--- config.mk ---
export PLATFORM = sky130hd
export DESIGN_NAME = boule_rouge_spawner
export DESIGN_NICKNAME = d
export VERILOG_FILES = /design/src/rtl/qbert_pkg.sv /design/src/rtl/lfsr16.sv /design/src/rtl/boule_rouge_spawner.sv
export SDC_FILE = /design/constraint.sdc
export NUM_CORES = 1
export LEC_CHECK = 0
export CAP_MARGIN = 15
export CORE_MARGIN = 2
export CORE_UTILIZATION = 57
export DETAILED_ROUTE_END_ITERATION = 8
export DONT_BUFFER_PORTS = 1
export PLACE_DENSITY_LB_ADDON = 0.2
export SETUP_SLACK_MARGIN = 0.1
export SKIP_CTS_REPAIR_TIMING = 1
export SYNTH_ARGS = -nofsm -noshare
export SYNTH_HDL_FRONTEND = slang
export SYNTH_SLANG_ARGS = --single-unit
export TNS_END_PERCENT = 20
--- constraint.sdc ---
create_clock -name clk -period 2.54 [get_ports clk]
set_clock_uncertainty 0.2 [all_clocks]
set_input_delay 0.762 -clock clk [delete_from_list [all_inputs] [get_ports clk]]
set_output_delay 0.762 -clock clk [all_outputs]
set_load 0.02 [all_outputs]
--- src/rtl/qbert_pkg.sv ---
// Types and constants shared by the Q*bert enemy spawners.
package qbert_pkg;

  typedef enum logic [1:0] {OFF, WAIT, ARM, ACTIVE} spawn_state_t;
  typedef enum logic {RUN, PAUSE} game_state_t;

  // Feedback taps 16,14,13,11 as bit positions 15,13,12,10.
  localparam logic [15:0] LFSR_TAPS = 16'hB400;

  // Integrator guarantees the sum never wraps.
  function automatic logic [31:0] countdown_load(input logic [31:0] base,
                                                 input logic [3:0]  nib,
                                                 input logic [4:0]  shift);
    return base + ({28'b0, nib} << shift);
  endfunction

endpackage

--- src/rtl/lfsr16.sv ---
// Free-running 16-bit Fibonacci LFSR, shifting left every cycle.
module lfsr16
  import qbert_pkg::*;
#(
  parameter logic [15:0] SEED = 16'hACE1
) (
  input  logic        clk,
  input  logic        reset,
  output logic [15:0] q
);

  always_ff @(posedge clk or negedge reset) begin
    if (!reset) begin
      q <= SEED;
    end else begin
      q <= {q[14:0], ^(q & LFSR_TAPS)};
    end
  end

endmodule

--- src/rtl/boule_rouge_spawner.sv ---
// Red-ball spawn controller: randomised countdown, request/accept handshake with the
// ball layer, and a RUN/PAUSE mirror of the game state.
module boule_rouge_spawner
  import qbert_pkg::*;
#(
  parameter logic [31:0] BASE_DELAY   = 32'd50_000_000,
  parameter logic [4:0]  JITTER_SHIFT = 5'd22,
  parameter logic [15:0] SEED         = 16'hACE1,
  parameter logic [7:0]  MAX_SPAWN    = 8'd255
) (
  input  logic        clk,
  input  logic        reset,
  input  logic        e_start_qb,
  input  logic        e_pause_qb,
  input  logic        e_resume_qb,
  input  logic        e_allow_br,
  input  logic        freeze_power,
  input  logic [20:0] XY_top,
  input  logic        br_end,
  output logic        e_enable_br,
  output logic [5:0]  e_move_br,
  output logic [20:0] e_XY0_br,
  output logic [7:0]  spawn_cnt,
  output logic        spawner_busy
);

  logic [15:0]  lfsr;
  logic [31:0]  countdown;
  logic [31:0]  load_val;
  spawn_state_t state;
  game_state_t  game;
  logic         unused_lfsr_bits;

  lfsr16 #(
    .SEED(SEED)
  ) u_lfsr (
    .clk  (clk),
    .reset(reset),
    .q    (lfsr)
  );

  assign load_val         = countdown_load(BASE_DELAY, lfsr[15:12], JITTER_SHIFT);
  assign unused_lfsr_bits = ^lfsr[11:6];

  always_ff @(posedge clk or negedge reset) begin
    if (!reset) begin
      state        <= OFF;
      game         <= RUN;
      countdown    <= 32'd0;
      e_enable_br  <= 1'b0;
      e_move_br    <= 6'd0;
      e_XY0_br     <= 21'd0;
      spawn_cnt    <= 8'd0;
      spawner_busy <= 1'b0;
    end else if (e_start_qb) begin
      // A start always wins: any pending request is withdrawn.
      state        <= WAIT;
      game         <= RUN;
      countdown    <= load_val;
      spawn_cnt    <= 8'd0;
      e_enable_br  <= 1'b0;
      spawner_busy <= 1'b0;
    end else begin
      if (e_pause_qb) begin
        game <= PAUSE;
      end else if (e_resume_qb) begin
        game <= RUN;
      end
      if (game == RUN) begin
        case (state)
          WAIT: begin
            if (!freeze_power && e_allow_br) begin
              if (countdown == 32'd0) begin
                state        <= ARM;
                e_move_br    <= lfsr[5:0];
                e_XY0_br     <= XY_top;
                e_enable_br  <= 1'b1;
                spawner_busy <= 1'b1;
                spawn_cnt    <= (spawn_cnt < MAX_SPAWN) ? spawn_cnt + 8'd1 : MAX_SPAWN;
              end else begin
                countdown <= countdown - 32'd1;
              end
            end
          end
          // First sample here is one cycle after entry, so a stale level is never taken.
          ARM: begin
            if (!br_end) begin
              state       <= ACTIVE;
              e_enable_br <= 1'b0;
            end
          end
          ACTIVE: begin
            if (br_end) begin
              state        <= WAIT;
              countdown    <= load_val;
              spawner_busy <= 1'b0;
            end
          end
          default: ;
        endcase
      end
    end
  end

endmodule
==> metrics.md <==
| Metric | Value |
|---|---|
| Share of synthesized flip-flops with an asynchronous set or reset | 100% |
| Vias per cell | between 6 and 7 |
| Pin count of the biggest net entering global routing | 89 |
| First-pass GRT wire length | between 15000 and 20000 um |
| Class of the most critical setup path | flip-flop to flip-flop |
| Synth Warn # | 0 |
| Clock tree from TritonCTS | yes |
| Top cells by area in the synthesized netlist | dfrtp_1, mux2_1, dfstp_2 |
| Sw power | around 1200 uW |
| Final critical path time including I/O delays and setup | about 2.5 ns |
| Deepest level of the CTS H-tree | 3 |
| Die outline width | between 90 and 100 um |
| Leading cell types by count after synthesis | dfrtp_1, nor2_1, o21ai_0 |
| Core region area | between 0.007 and 0.008 mm^2 |
| Number of library cell types mapped by synthesis | 65 |
| Last weighted congestion value of the routability-driven placer | between 0.9 and 1 |
| Count of port buffers added during placement | 0 |
| Final-report max-slew violation count | 0 |
| Seq cells post-synth | 88 |
| Initial Utilization | between 50% and 60% |
| Peak VDD IR | around 0.4 mV |
| Multi-input gate area | 0.00214 mm^2 |
| Slew headroom | 65.3% |
| Total overflow reported by the global router | 0 |
| Number of instances in the synthesized netlist | around 420 |
| Worst Hold Margin | -0.133 ns |
| Final ANT Viol Nets | 0 |
| Post-synth net total | ~450 |
| Post-synthesis average cell area | between 10 and 15 um^2 |
| Pint | 2380 uW |
| Ratio of cells with drive above 1 in the final layout | 29.0% |
| Total vias in the final route | between 3000 and 4000 |
| DRC Markers | 0 |
| Predominant post-synthesis flop cell | dfrtp_1 |
| Number of CTS-inserted buffers | 9 |
| Req. time, crit path | roughly 2.6 ns |
| All-Layer GR Usage | 26.2% |
| Clk pin slew, worst setup/hold paths | around 0.10 ns |
| Util after Layout | a little under three quarters |
| Area share of the leading cell type in the synthesized netlist | approximately 46% |
| Net count reported at finish | just under 500 |
| Number of diodes added for antenna fixing | 0 |
| Proportion of power drawn by flip-flops and latches | 43.6% |
| Num ports | 66 |
| Clock latency reported for the late side of the worst-skew pair | around 0.37 ns |
| Crit share post-route | a little over nine tenths |
| CP endpoint kind | flip-flop |
| Final Hold Viols | 80 |
| Number of global-route vias before repair | between 3000 and 4000 |
| Clock share of power | about 29% |
| Power per cell area | 689 mW/mm^2 |
| Root cell of the clock tree | clkbuf_8 |
| Die Area | about 0.0083 mm^2 |
| Area leader, netlist | dfrtp_1 |
| Cell with the most instances after synthesis | dfrtp_1 |
| Max-cap violations | 0 |
| Share of synthesized area occupied by flip-flops and latches | roughly half |
| Clock tree buffer depth | 2 |
| WL final | 10900 um |
| Placement Rows | 31 |
| # fillers | roughly 550 |
| Combined flip-flop and latch cell area | ~0.0022 mm^2 |
| Worst Max-Slew Pin Slew | just over 0.5 ns |
| Vertical extent of the die | approximately 91 um |
| Number of antenna violations at the first check in global routing | 0 |
| Final setup vio count | 0 |
| Failing checks | hold timing |
| Clock sink count | just under 90 |
| Post-route cell area | 0.00520 mm^2 |
| RSZ-0062 raised after global routing | true |
| Total standard cell area after synthesis | roughly 0.0043 mm^2 |
| Worst hold path type | input port to asynchronous set/reset pin |
| Critical path data arrival time | around 2.6 ns |
| Wire length per cell | between 15 and 20 um |
| Iteration-0 DRC count of the detailed router | ~330 |
| Placed inst area | between 0.004 and 0.005 mm^2 |
| Non-Filler Instances | 565 |
| Critical Path Start Type | flip-flop |
| Static Leak | between 0.002 and 0.0025 uW |
| Outcome | finished with violations |
| Combinational share of power | roughly 27% |
| Dpl hpwl | between 7000 and 8000 um |
| Switching Share | between 30% and 40% |
| Achievable frequency | between 400 and 500 MHz |
| Number of enable-type register cells in the synthesized netlist | 0 |
| Setup TNS | 0 ns |
| Critical Path Fanout Max | 14 |
| Number of cells after detailed placement | approximately 550 |
| Layout Area Growth over Synthesis | 19.8% |
| R2R Setup Slk | ~0.042 ns |
| Number of search-and-repair iterations in the first detailed-routing pass | 5 |
-- power by group through the flow --
stage	sequential [uW]	combinational, uW	clock (uW)
final	1560	977	1040
after global routing	1570	1070	1110
after CTS	1550	893	1060
after detailed placement	1580	884	0
after global placement	1570	852	0
after floorplan	1560	554	0
-- worst max-delay path, cell delays in order, from the launching register on --
cell and delay (ns):
dfrtp_1 0.39, or4_4 0.58, nor4_4 0.14, nor4b_4 0.29
and2_4 0.25, buf_12 0.16, mux2_2 0.35
-- final cells by class --
| class | count | share of cell area (%) |
|---|---|---|
| clock buffers | 9 | 2.38 |
| clock inverters | 7 | 1.61 |
| inverters | 13 | 0.939 |
| multi-input cells | 292 | 41.2 |
| flip-flops and latches | 88 | 42.6 |
| well taps | 99 | 2.38 |
| repair buffers | 57 | 8.89 |
-- cell usage in the layout, fill, tap and decap left out, types with 3 or more instances in the layout --
| cell type | count |
|---|---|
| or2_2 | 3 |
| mux2_4 | 4 |
| nor4_1 | 8 |
| or3_1 | 3 |
| mux2_2 | 8 |
| clkbuf_8 | 9 |
| or4_1 | 3 |
| nor4_4 | 3 |
| nor4_2 | 4 |
| o21ai_0 | 29 |
| xnor2_1 | 3 |
| inv_1 | 13 |
| a21oi_2 | 5 |
| o31ai_1 | 3 |
| mux2_1 | 16 |
| nor2_1 | 44 |
| dfstp_2 | 8 |
| a21oi_1 | 22 |
| inv_6 | 4 |
| nand4_1 | 4 |
| and3_1 | 3 |
| dfrtp_1 | 80 |
| nand2_1 | 15 |
| ha_2 | 3 |
| and2_1 | 3 |
| nand3_1 | 15 |
| ha_1 | 3 |
| nor3_1 | 18 |
| a211oi_1 | 3 |
| a32o_1 | 4 |
| nand2b_1 | 3 |
| o311ai_0 | 3 |
| buf_4 | 54 |
| nor4bb_1 | 4 |
-- through the flow --
step / total power (uW) / setup slack (ns)
after CTS: 3500 / -0.0648
after global placement: 2420 / -0.0855
final: 3580 / 0.0424
after global routing: 3750 / -0.0581
after detailed placement: 2460 / -0.157
after floorplan: 2120 / -0.0255
-- path summary, 6_finish.rpt --
check | depth (start not counted) | to | startpoint
max reg2reg | 6 | e_move_br[0] | countdown[27]
min in group clk | 0 | u_lfsr.q[9] | u_lfsr.q[8]
max | 6 | e_move_br[0] | countdown[27]
min | 0 | countdown[9] | reset
max in group asynchronous | 0 | u_lfsr.q[6] | reset
min reg2reg | 0 | u_lfsr.q[9] | u_lfsr.q[8]
-- per-layer routing --
layer | vias up | wire length [um] | global-route usage, %
li1 | 1623 | - | -
met1 | 1753 | 4520 | 34.4
met2 | 154 | 5490 | 42.3
met3 | 17 | 661 | 6.72
met4 | 0 | 181 | 9.72
met5 | - | 0 | 0
-- sequential cells by signal (all words and copies together), names as in the netlist --
signal and flops:
e_enable_br 1, e_XY0_br 21, u_lfsr.q 16, e_move_br 6, countdown 32, spawner_busy 1
game 1, spawn_cnt 8, state 2
-- logic make-up after synthesis --
logic type      share of synthesized area [%]
fa+ha+maj                                1.73
compound gates                           14.2
flops                                    51.0
buf+inv                                  4.12
mux                                      7.27
simple gates                             20.9
xor+xnor                                0.808
No activity file was read; power rests on OpenSTA's default activity.
